### src/rtl/wb_timer_pkg.sv
// ============================================================================
// Module : wb_timer_pkg
// Brief  : Register map and bit positions shared by the wb_timer sources.
// Rev    : 1.0 - initial release
// ============================================================================
`default_nettype none

package wb_timer_pkg;

    localparam int ADDR_CTRL     = 0;
    localparam int ADDR_PRESCALE = 1;
    localparam int ADDR_COUNT    = 2;
    localparam int ADDR_COMPARE  = 3;
    localparam int ADDR_STATUS   = 4;
    localparam int ADDR_CAPTURE  = 5;

    localparam int CTRL_EN         = 0;
    localparam int CTRL_AUTORELOAD = 1;
    localparam int CTRL_IRQ_EN     = 2;
    localparam int CTRL_W          = 3;

    localparam int ST_MATCH    = 0;
    localparam int ST_CAPTURED = 1;

endpackage

`default_nettype wire

### src/rtl/wb_timer_prescaler.sv
// ============================================================================
// Module : wb_timer_prescaler
// Brief  : Counts 0..prescale while enabled and emits a one-cycle tick at the top.
// Rev    : 1.0 - initial release
// ============================================================================
`default_nettype none

module wb_timer_prescaler #(
    parameter int PRESCALE_W = 16
) (
    input  logic                  clk,
    input  logic                  rst,
    input  logic                  i_en,
    input  logic                  i_clr,
    input  logic [PRESCALE_W-1:0] i_prescale,
    output logic                  o_tick
);

    logic [PRESCALE_W-1:0] r_cnt;
    logic                  w_at_top;

    assign w_at_top = (r_cnt == i_prescale);
    assign o_tick   = i_en & w_at_top;

    always_ff @(posedge clk) begin
        if (rst || i_clr) begin
            r_cnt <= '0;
        end else if (i_en) begin
            r_cnt <= w_at_top ? '0 : r_cnt + 1'b1;
        end
    end

endmodule

`default_nettype wire

### src/rtl/wb_timer.sv
// ============================================================================
// Module : wb_timer
// Brief  : Wishbone B4 pipelined 32-bit compare timer with prescaler and level
//          IRQ. Define WB_TIMER_CAPTURE_EN to build the i_capture timestamp path.
// Rev    : 1.0 - initial release
// ============================================================================
`default_nettype none

module wb_timer
    import wb_timer_pkg::*;
#(
    parameter int ADDR_W     = 3,
    parameter int PRESCALE_W = 16
) (
    input  logic              i_wb_clk,
    input  logic              i_wb_rst,
    input  logic              i_wb_cyc,
    input  logic              i_wb_stb,
    input  logic              i_wb_we,
    input  logic [ADDR_W-1:0] i_wb_addr,
    input  logic [31:0]       i_wb_data,
    output logic [31:0]       o_wb_data,
    output logic              o_wb_stall,
    output logic              o_wb_ack,
    input  logic              i_capture,
    output logic              o_irq
);

    logic                  w_acc;
    logic                  w_wr;
    logic                  w_wr_ctrl;
    logic                  w_wr_prescale;
    logic                  w_wr_count;
    logic                  w_wr_compare;
    logic                  w_wr_status;
    logic                  w_tick;
    logic                  w_match_set;
    logic [31:0]           w_rdata;
    logic [31:0]           w_capture;
    logic                  w_captured;

    logic [CTRL_W-1:0]     r_ctrl;
    logic [PRESCALE_W-1:0] r_prescale;
    logic [31:0]           r_count;
    logic [31:0]           r_compare;
    logic                  r_match;
    logic                  r_ack;
    logic [31:0]           r_rdata;

    assign w_acc         = i_wb_cyc & i_wb_stb;
    assign w_wr          = w_acc & i_wb_we;
    assign w_wr_ctrl     = w_wr && (i_wb_addr == ADDR_W'(ADDR_CTRL));
    assign w_wr_prescale = w_wr && (i_wb_addr == ADDR_W'(ADDR_PRESCALE));
    assign w_wr_count    = w_wr && (i_wb_addr == ADDR_W'(ADDR_COUNT));
    assign w_wr_compare  = w_wr && (i_wb_addr == ADDR_W'(ADDR_COMPARE));
    assign w_wr_status   = w_wr && (i_wb_addr == ADDR_W'(ADDR_STATUS));

    wb_timer_prescaler #(
        .PRESCALE_W (PRESCALE_W)
    ) u_prescaler (
        .clk        (i_wb_clk),
        .rst        (i_wb_rst),
        .i_en       (r_ctrl[CTRL_EN]),
        .i_clr      (w_wr_count | w_wr_prescale),
        .i_prescale (r_prescale),
        .o_tick     (w_tick)
    );

    // A COUNT write in the same cycle swallows the tick, including its match.
    assign w_match_set = w_tick & ~w_wr_count & (r_count == r_compare);

    always_comb begin
        w_rdata = '0;
        case (i_wb_addr)
            ADDR_W'(ADDR_CTRL):     w_rdata[CTRL_W-1:0]     = r_ctrl;
            ADDR_W'(ADDR_PRESCALE): w_rdata[PRESCALE_W-1:0] = r_prescale;
            ADDR_W'(ADDR_COUNT):    w_rdata                 = r_count;
            ADDR_W'(ADDR_COMPARE):  w_rdata                 = r_compare;
            ADDR_W'(ADDR_STATUS): begin
                w_rdata[ST_MATCH]    = r_match;
                w_rdata[ST_CAPTURED] = w_captured;
            end
            ADDR_W'(ADDR_CAPTURE):  w_rdata                 = w_capture;
            default:                w_rdata                 = '0;
        endcase
    end

    always_ff @(posedge i_wb_clk) begin
        if (i_wb_rst) begin
            r_ctrl     <= '0;
            r_prescale <= '0;
            r_count    <= '0;
            r_compare  <= '0;
            r_match    <= 1'b0;
            r_ack      <= 1'b0;
            r_rdata    <= '0;
        end else begin
            r_ack   <= w_acc;
            r_rdata <= (w_acc && !i_wb_we) ? w_rdata : '0;
            if (w_wr_ctrl)     r_ctrl     <= i_wb_data[CTRL_W-1:0];
            if (w_wr_prescale) r_prescale <= i_wb_data[PRESCALE_W-1:0];
            if (w_wr_compare)  r_compare  <= i_wb_data;
            if (w_wr_count) begin
                r_count <= i_wb_data;
            end else if (w_tick) begin
                r_count <= (w_match_set && r_ctrl[CTRL_AUTORELOAD]) ? '0 : r_count + 32'd1;
            end
            // Set has priority over a simultaneous write-1-to-clear.
            r_match <= (r_match & ~(w_wr_status & i_wb_data[ST_MATCH])) | w_match_set;
        end
    end

`ifdef WB_TIMER_CAPTURE_EN
    logic [2:0]  r_cap_sync;
    logic [31:0] r_capture;
    logic        r_captured;
    logic        w_cap_edge;

    // Two synchronizer stages plus one history bit for rising-edge detection.
    assign w_cap_edge = r_cap_sync[1] & ~r_cap_sync[2];

    always_ff @(posedge i_wb_clk) begin
        if (i_wb_rst) begin
            r_cap_sync <= '0;
            r_capture  <= '0;
            r_captured <= 1'b0;
        end else begin
            r_cap_sync <= {r_cap_sync[1:0], i_capture};
            if (w_cap_edge) r_capture <= r_count;
            r_captured <= (r_captured & ~(w_wr_status & i_wb_data[ST_CAPTURED])) | w_cap_edge;
        end
    end

    assign w_capture  = r_capture;
    assign w_captured = r_captured;
`else
    logic w_unused_capture;
    assign w_unused_capture = i_capture;
    assign w_capture        = '0;
    assign w_captured       = 1'b0;
`endif

    // Dropping cyc or asserting reset abandons an ack still in flight.
    assign o_wb_ack   = r_ack & i_wb_cyc & ~i_wb_rst;
    assign o_wb_data  = o_wb_ack ? r_rdata : '0;
    assign o_wb_stall = 1'b0;
    assign o_irq      = r_match & r_ctrl[CTRL_IRQ_EN];

endmodule

`default_nettype wire
### config.mk
export PLATFORM = sky130hd
export DESIGN_NAME = wb_timer
export DESIGN_NICKNAME = d
export VERILOG_FILES = /design/src/rtl/wb_timer_pkg.sv /design/src/rtl/wb_timer_prescaler.sv /design/src/rtl/wb_timer.sv
export SDC_FILE = /design/constraint.sdc
export NUM_CORES = 1
export LEC_CHECK = 0
export CAP_MARGIN = 25
export CORE_ASPECT_RATIO = 0.6
export CORE_MARGIN = 4
export CORE_UTILIZATION = 55
export DETAILED_ROUTE_END_ITERATION = 12
export GPL_ROUTABILITY_DRIVEN = 0
export PLACE_DENSITY = 0.82
export REMOVE_ABC_BUFFERS = 1
export SETUP_SLACK_MARGIN = 0.15
export SYNTH_ARGS = -nofsm -noshare
export SYNTH_HDL_FRONTEND = slang
export SYNTH_SLANG_ARGS = --single-unit
export TNS_END_PERCENT = 50
### constraint.sdc
create_clock -name i_wb_clk -period 4 [get_ports i_wb_clk]
set_clock_uncertainty 0.1 [all_clocks]
set_input_delay 0.4 -clock i_wb_clk [delete_from_list [all_inputs] [get_ports i_wb_clk]]
set_output_delay 0.4 -clock i_wb_clk [all_outputs]
set_load 0.01 [all_outputs]
==> results of run 1 <==
flip-flops by register name (all words and copies together), names as in the netlist:
name and flops:
r_ack 1, r_compare 32, r_count 32, r_ctrl 3
r_match 1, r_prescale 16, r_rdata 32, u_prescaler.r_cnt 16
critical path, stage by stage:
cell             delay, ps
clkdlybuf4s50_1        500
nand2_1                 70
nor2_2                 410
buf_4                  330
and2_1                 170
clkdlybuf4s50_1        530
placed cells by master, fill, tap and decap left out, types with 2 or more instances in the layout:
cell type	n
a2bb2oi_1	33
dfxtp_1	133
clkdlybuf4s50_1	72
a21oi_1	62
nor2b_2	2
and4_1	3
mux2i_1	20
nor4_1	6
nor3_1	6
a22oi_1	30
clkbuf_16	17
inv_1	7
nand2_1	119
nor2b_1	2
xnor2_1	64
nand3b_1	2
nand4_1	54
o21ai_0	2
and3_1	9
nand3_1	18
nor2_1	78
or3_1	3
ha_1	2
xor2_1	28
buf_4	21
bufinv_16	5
and2_1	36
mux2_2	14
clkbuf_8	7
o2bb2ai_1	3
layer usage:
layer	track usage (%)	vias to the layer above	share of wire, %
li1	-	2938	-
met1	38.3	2950	44
met3	7.55	31	12
met4	8.45	0	1.4
met2	40.0	352	42
met5	0	-	0
kinds of logic (layout without fill, tap and decap cells):
family,count (synthesis),after routing,share of synthesized area [%]
AOI/OAI and AO/OA,135,135,13.2
xor gates and xnor gates,92,92,11.8
adders and majority gates,2,2,0.365
buffers and inverters,88,134,5.56
DFF,133,133,38.9
muxes,35,35,5.56
other,1,1,0.0548
and+or+nand+nor,348,348,24.6
how the worst max path moves through the flow:
| stage | from | end | cells after the start |
|---|---|---|---|
| final | i_wb_cyc | o_wb_data[9] | 6 |
| after global routing | i_wb_cyc | o_wb_data[9] | 6 |
| after CTS | i_wb_cyc | o_wb_data[9] | 6 |
| after detailed placement | i_wb_cyc | o_wb_data[9] | 6 |
| after global placement | i_wb_cyc | o_wb_data[12] | 6 |
| after floorplan | u_prescaler.r_cnt[13]$_SDFFE_PP0P_ | u_prescaler.r_cnt[0]$_SDFFE_PP0P_ | 6 |
cell usage after synthesis, drive strengths merged (4+ instances only):
cell     number
dfxtp       133
nand2       119
nor2         80
xnor2        64
a21oi        62
nand4        54
clkbuf       52
and2         36
a2bb2oi      33
a22oi        30
buf          29
xor2         28
mux2i        20
nand3        18
mux2         14
and3          9
inv           7
nor3          7
nor4          7
nor2b         4
where the power goes:
group | total, mW | internal, mW | switching [mW]
Sequential | 1.34 | 1.33 | 0.00904
Clock | 1.80 | 1.22 | 0.575
Combinational | 0.156 | 0.0657 | 0.0907
stage by stage:
step | cells | total power, mW | instance area (sq um) | hold WS, ps
after global placement | 1012 | 1.52 | 7600 | 368
after floorplan | 753 | 1.42 | 6490 | 353
final | 1045 | 3.30 | 8300 | 383
after global routing | 1045 | 3.37 | 8300 | 410
after detailed placement | 1012 | 1.52 | 7600 | 377
after CTS | 1044 | 3.30 | 8290 | 385
area by class of cell:
class,count,area (sq um)
inverters,7,26.3
fillers,972,3800
clock buffers,25,526
well taps,165,206
flip-flops and latches,133,2660
multi-input cells,613,3820
repair buffers,95,895
clock inverters,7,163
==> results.yml, run 1 <==
power_and_ir_drop:
  leakage_nw: 3.05
  worst_ir_drop_vdd_mv: 0.318
  p_per_area_nw_per_um2: 397
synthesis:
  synth.yosys.seq_area_share_pct: 38.9
  synth_cells: 834
  async_flop_share_pct: 0
  synth_edf_count: 0
  avgSynthCellArea_sq_um: 8.21
  yosys_warnings: 0
  synth_top_area_cell: "dfxtp_1"
  yosysUniqueCellTypes: 44
  synthTopCellsByArea: "dfxtp_1, xnor2_1, nand2_1"
  synth_seq_cells: 133
  yosys_most_used_dff: "dfxtp_1"
  syn_area_sq_um: 6850
  synth_top_cell_area_share_pct: 38.9
sta:
  min_period_over_period_pct: 72.9
  fmax_mhz: 343
  hold_viol_final: 0
  rsz0062_at_grt: "no"
  worst_pin_slew_ps: 853
  setup_tns_ps: 0
  worst_slack_ps: 1080
  post-route-min-period_ps: 2920
  finalSetupViolations: 0
  slew_headroom_pct: 42.6
  drv_slew: 0
critical_path:
  crit_arrival_ps: 2420
  crit_type: "input pin to primary output"
  cp-start-kind: "input pin"
  ff2ff_setup_slack_ps: 1160
  path_max_fanout: 20
  reg2reg_from: "r_ctrl[0]$_SDFFE_PP0P_"
  worst_setup_path_end_kind: "primary output"
  cp.required_ps: 3500
  reg2regPathDepth: 5
  r2r_end: "u_prescaler.r_cnt[13]$_SDFFE_PP0P_"
cells_and_area:
  fin_util_pct: 68.6
  num_antenna_cells: 0
  fin_nets: 910
  area_growth_pct: 21.3
  drive_above_1_share_pct: 8.86
min_path:
  hold_depth: 2
  hp-start: "r_compare[7]$_SDFFE_PP0P_"
  min_path_type: "flip-flop to flip-flop"
  holdPathEnd: "r_compare[7]$_SDFFE_PP0P_"
place:
  pre_cts_ws_ps: 1040
  place_hpwl_mm: 12.9
  portBuffers: 73
global_routing:
  antenna_found_initial: 0
  gr-total-overflow: 0
  grt_usage_pct: 27.0
  grt_pass1_vias: 5835
  grt_max_degree: 64
  grt_pass1_wl_mm: 31.0
clocking:
  cts-root-buf: "clkbuf_16"
  cts_max_level: 4
  cts_tree: "done"
  clock_path_buffers: 2
  post_cts_buffers: 0
  clkLatencyLatePin_ps: 420
  cts.sinks: 133
  ctsResizeCount: 0
  cts_buffers: 17
  postCtsHoldBufs: 0
  path_clk_slew_ps: 60
routing:
  drc: 0
  ant_nets: 0
  vias: 6271
  drtPass1Iterations: 10
  routed_wl_mm: 19.6
  initialDrtViolationCount: 684
  wl_per_cell_microns: 18.8
  routed_via_density: 6.00
floorplan:
  core_area_sq_um: 12100
  die-area_sq_um: 14400
  start_util_pct: 56.6
  pin_count: 76
  die_h_microns: 94.4
  fp-row-count: 31
  dieWidth_microns: 152
flow_run:
  drv_cap: 0
outcome:
  status: "complete, no violations"
Power figures use the tool's default switching activity.
==> inputs of run 2 (changes only) <==
CORE_UTILIZATION = 51   (was 55)
PLACE_DENSITY = 0.8   (was 0.82)
clock period = 2.6 ns   (was 4 ns; I/O delays follow)
==> run 2 against run 1 <==
  * Via count is 0.88% higher
  * Critical path type is now flip-flop to flip-flop
  * Critical endpoint is now r_count[24]$_SDFFE_PP0P_
  * Sequential power is 54% higher
  * Combinational power is 63% higher
  * Clock power is 28% higher
  * First-iteration DRC count is 22% higher
  * Non-clock buffer count is 22 higher
  * Final cell count is 2.6% higher
  * Largest cell class unchanged
==> results.yml, run 2 (synthesis results as in run 1) <==
cells_and_area:
  area_growth_pct: 22.3
  fin_nets: 932
  layout.cells.non_filler: 1072
  final_common_cell: "dfxtp_1"
  drive_above_1_share_pct: 11.0
  layout_common_cells: "dfxtp_1, nand2_1, nor2_1"
  top_regs: "r_compare (32), r_count (32), r_rdata (32)"
  fin_util_pct: 64.5
  num_antenna_cells: 0
global_routing:
  grt_usage_pct: 25.6
  grt_pass1_wl_mm: 31.2
  grt_max_degree: 66
  grt_pass1_vias: 5813
  gr-total-overflow: 0
  antenna_found_initial: 0
critical_path:
  reg2regPathDepth: 7
  crit_type: "flip-flop to flip-flop"
  crit_arrival_ps: 2550
  reg2reg_from: "u_prescaler.r_cnt[13]$_SDFFE_PP0P_"
  worst_setup_path_end_kind: "flip-flop"
  critPathLaunch: "u_prescaler.r_cnt[13]$_SDFFE_PP0P_"
  ff2ff_setup_slack_ps: 230
  path_max_fanout: 17
  r2r_end: "r_count[24]$_SDFFE_PP0P_"
  cp-endpoint: "r_count[24]$_SDFFE_PP0P_"
  cp-start-kind: "flip-flop"
  cp.required_ps: 2770
place:
  place_hpwl_mm: 13.5
  placed_cells: 1040
  portBuffers: 73
clocking:
  postCtsHoldBufs: 0
  cts.sinks: 133
  clock_path_buffers: 2
  clkLatencyLatePin_ps: 430
  path_clk_slew_ps: 60
  cts_tree: "done"
  cts_buffers: 17
  cts-root-buf: "clkbuf_16"
  cts_max_level: 4
sta:
  worst_pin_slew_ps: 708
  slew_headroom_pct: 52.8
  hold_viol_final: 0
  finalSetupViolations: 0
  post-route-min-period_ps: 2370
  rsz0062_at_grt: "yes"
  min_period_over_period_pct: 91.3
  drv_slew: 0
  fmax_mhz: 421
routing:
  routed_wl_mm: 19.7
  routed_via_density: 5.90
  ant_nets: 0
  vias: 6326
  drc: 0
  drtPass1Iterations: 6
  wl_per_cell_microns: 18.4
  initialDrtViolationCount: 836
min_path:
  hp-start: "i_wb_rst"
  min_path_type: "input pin to flip-flop"
power_and_ir_drop:
  leakage_nw: 3.12
  p_per_area_nw_per_um2: 552
  worst_ir_drop_vdd_mv: 0.422
floorplan:
  start_util_pct: 52.8
  die-area_sq_um: 15400
  core_area_sq_um: 13000
  fp-row-count: 32
  die_h_microns: 97.8
  dieWidth_microns: 158
  pin_count: 76
flow_run:
  drv_cap: 0
outcome:
  status: "complete, no violations"
## run 2: how the worst min path moves through the flow
stage | cells past startpoint | to
global placement | 2 | r_compare[3]$_SDFFE_PP0P_
finish | 3 | r_prescale[2]$_SDFFE_PP0P_
floorplan | 1 | r_compare[0]$_SDFFE_PP0P_
global route | 3 | r_prescale[2]$_SDFFE_PP0P_
detailed placement | 2 | r_compare[3]$_SDFFE_PP0P_
CTS | 3 | r_prescale[0]$_SDFFE_PP0P_
## run 2: metrics by stage
stage	power, mW	hold slack (ps)	area, sq um	worst slack (ps)	setup TNS [ps]
2_1_floorplan	2.18	229	6490	-429	-13110
5_1_grt	4.74	246	8370	99.1	0
4_1_cts	4.62	228	8370	183	0
6_report	4.62	232	8370	225	0
3_5_place_dp	2.35	374	7800	186	0
3_3_place_gp	2.35	369	7790	116	0
## run 2: power by group
part           switching (mW)  leakage, nW  internal [mW]
sequential             0.0129         1.07           2.05
clock                   0.896        0.282           1.41
combinational           0.141         1.76          0.113
## run 2: layout make-up
| cell class | count | area, sq um |
|---|---|---|
| fill | 1079 | 4600 |
| multi-input combinational | 613 | 3820 |
| sequential | 133 | 2660 |
| timing repair buffer | 117 | 1080 |
| clock buffer | 23 | 488 |
| tap | 170 | 213 |
| clock inverter | 9 | 76.3 |
| inverter | 7 | 26.3 |
## run 2: critical path, cell delays in order, from the launching register on
cell and delay, ps:
dfxtp_1 390, xnor2_1 170, nand2_1 110, or4_1 580
nor2_4 270, buf_4 280, a2bb2oi_1 220, a21oi_1 100
## run 2: timing repair
| action | in CTS | in global routing |
|---|---|---|
| endpoints found under the setup margin | 0 | 21 |
| setup buffers | 0 | 0 |
| resized for setup | 0 | 1 |
## run 2: layer usage
metal	vias to the layer above	GRT usage, %	wire [microns]
met3	27	6.95	2370
met5	-	0	0
li1	2979	-	-
met4	0	8.20	278
met2	342	34.6	8090
met1	2978	39.1	9010
==> inputs of run 3 (changes only) <==
GPL_TIMING_DRIVEN = 0   (was default)
==> run 3 against run 2 <==
  * Highest routed layer unchanged
  * Cell area up 1.1%
  * Setup slack worse by 96 ps
  * Utilization up 0.73 points
  * Maximum frequency down 3.9%
  * Worst hold slack better by 24 ps
  * Final cell count down 2.1%
  * Total power up 6.5%
  * Largest cell class unchanged
  * Global-route usage up 0.55 points
  * Flip-flop and latch count unchanged
==> results.yml, run 3 (synthesis results as in run 1) <==
outcome:
  status: "complete, no violations"
critical_path:
  path_max_fanout: 36
  crit_slowest_cell: "nor4_1"
  crit_arrival_ps: 2660
  reg2reg_from: "r_prescale[14]$_SDFFE_PP0P_"
  critPathLaunch: "r_prescale[14]$_SDFFE_PP0P_"
  reg2regPathDepth: 7
  r2r_end: "r_count[20]$_SDFFE_PP0P_"
  cp-start-kind: "flip-flop"
  critical_path.cell_chain: "xor2_1 -> nor4_1 -> nand3_2 -> nor2_4 -> buf_12 -> a2bb2oi_1 -> a21oi_1"
  ff2ff_setup_slack_ps: 130
  cp-endpoint: "r_count[20]$_SDFFE_PP0P_"
  cp.required_ps: 2790
  worst_setup_path_end_kind: "flip-flop"
  max_stage_delay_ps: 450
  crit_type: "flip-flop to flip-flop"
sta:
  rsz0062_at_grt: "no"
  slew_headroom_pct: 41.8
  hold_viol_final: 0
  drv_slew: 0
  hold_slack_ps: 257
  fmax_mhz: 405
  post-route-min-period_ps: 2470
  finalSetupViolations: 0
  min_period_over_period_pct: 95.0
  worst_pin_slew_ps: 864
clocking:
  cts_buffers: 17
  cts.sinks: 133
  cts-root-buf: "clkbuf_16"
  cts_tree: "done"
  postCtsHoldBufs: 0
  path_clk_slew_ps: 60
  clock_path_buffers: 2
  clkLatencyLatePin_ps: 420
  cts_max_level: 4
routing:
  initialDrtViolationCount: 924
  ant_nets: 0
  drtPass1Iterations: 5
  routed_via_density: 6.06
  vias: 6358
  wl_per_cell_microns: 19.5
  drc: 0
  routed_wl_mm: 20.5
cells_and_area:
  final_common_cell: "dfxtp_1"
  layout_common_cells: "dfxtp_1, nand2_1, nor2_1"
  multi_input_comb_area_sq_um: 3970
  seqCellArea_sq_um: 2660
  top_regs: "r_compare (32), r_count (32), r_rdata (32)"
  area_growth_pct: 23.6
  postLayoutCellArea_sq_um: 8470
  num_antenna_cells: 0
  layout.cells.non_filler: 1049
  drive_above_1_share_pct: 10.2
  fin_nets: 909
  fillers: 1049
floorplan:
  core_area_sq_um: 13000
  fp-row-count: 32
  pin_count: 76
  dieWidth_microns: 158
  die-area_sq_um: 15400
  die_h_microns: 97.8
  start_util_pct: 52.8
power_and_ir_drop:
  total_power_mw: 4.92
  p_per_area_nw_per_um2: 581
  worst_ir_drop_vdd_mv: 0.480
  leakage_nw: 3.20
place:
  portBuffers: 73
  place_hpwl_mm: 12.4
  placed_cells: 1004
  dpl_cell_area_sq_um: 7630
global_routing:
  antenna_found_initial: 0
  grt_pass1_vias: 5813
  grt_pass1_wl_mm: 31.6
  gr-total-overflow: 0
  grt_usage_pct: 26.2
  grt_max_degree: 92
flow_run:
  drv_cap: 0
min_path:
  min_path_type: "input pin to flip-flop"
[run 3: final cells by class]
cell class	count	area share, %
multi-input cells	616	46.8
flip-flops and latches	133	31.5
repair buffers	91	11.4
clock buffers	19	5.35
well taps	170	2.51
clock inverters	13	2.13
inverters	7	0.310
[run 3: worst max-delay path, delay by kind of cell, from the launching register on]
family / cells / cell delay, ps
simple gates: 3 / 1050
compound gates: 2 / 380
flops: 1 / 350
buf+inv: 1 / 230
xor+xnor: 1 / 200
[run 3: power by group]
| part | internal [mW] | switching (mW) | leakage [nW] |
|---|---|---|---|
| clock network | 1.65 | 0.935 | 0.305 |
| registers | 2.05 | 0.0145 | 1.07 |
| logic | 0.115 | 0.155 | 1.82 |
| total | 3.81 | 1.10 | 3.20 |
[run 3: worst min-delay path by stage]
stage | startpoint | endpoint | slack (ps) | cells after the start
floorplan | i_wb_rst | r_compare[0]$_SDFFE_PP0P_ | 230 | 1
global placement | r_compare[4]$_SDFFE_PP0P_ | r_compare[4]$_SDFFE_PP0P_ | 370 | 2
detailed placement | r_compare[4]$_SDFFE_PP0P_ | r_compare[4]$_SDFFE_PP0P_ | 370 | 2
CTS | i_wb_rst | r_ack$_SDFF_PP0_ | 270 | 3
global route | i_wb_rst | r_prescale[0]$_SDFFE_PP0P_ | 300 | 3
finish | i_wb_rst | r_ctrl[1]$_SDFFE_PP0P_ | 260 | 3
[run 3: per-stage QoR]
stage          worst slack, ps  setup TNS, ps  util [%]
4_1_cts                    114              0      64.4
6_report                   129              0      65.3
3_3_place_gp             -3640        -407090      57.3
2_1_floorplan             -429         -13110         -
5_1_grt                   93.1              0      65.3
3_5_place_dp             -1490        -108060      58.8
[run 3: repair_timing]
action | 4_1_cts | 5_1_grt
buffers inserted | 4 | 5
endpoints found under the setup margin | 147 | 72
endpoints found under the hold margin | 0 | 0
pin swaps | 1 | 4
gates cloned | 3 | 0
gates resized for setup | 32 | 9
[run 3: routing by layer]
metal	wire length [microns]	up-vias	global-route usage, %
li1	-	2933	-
met1	8940	2981	39.6
met2	8810	398	36.2
met3	2360	46	6.20
met4	378	0	8.79
met5	0	-	0
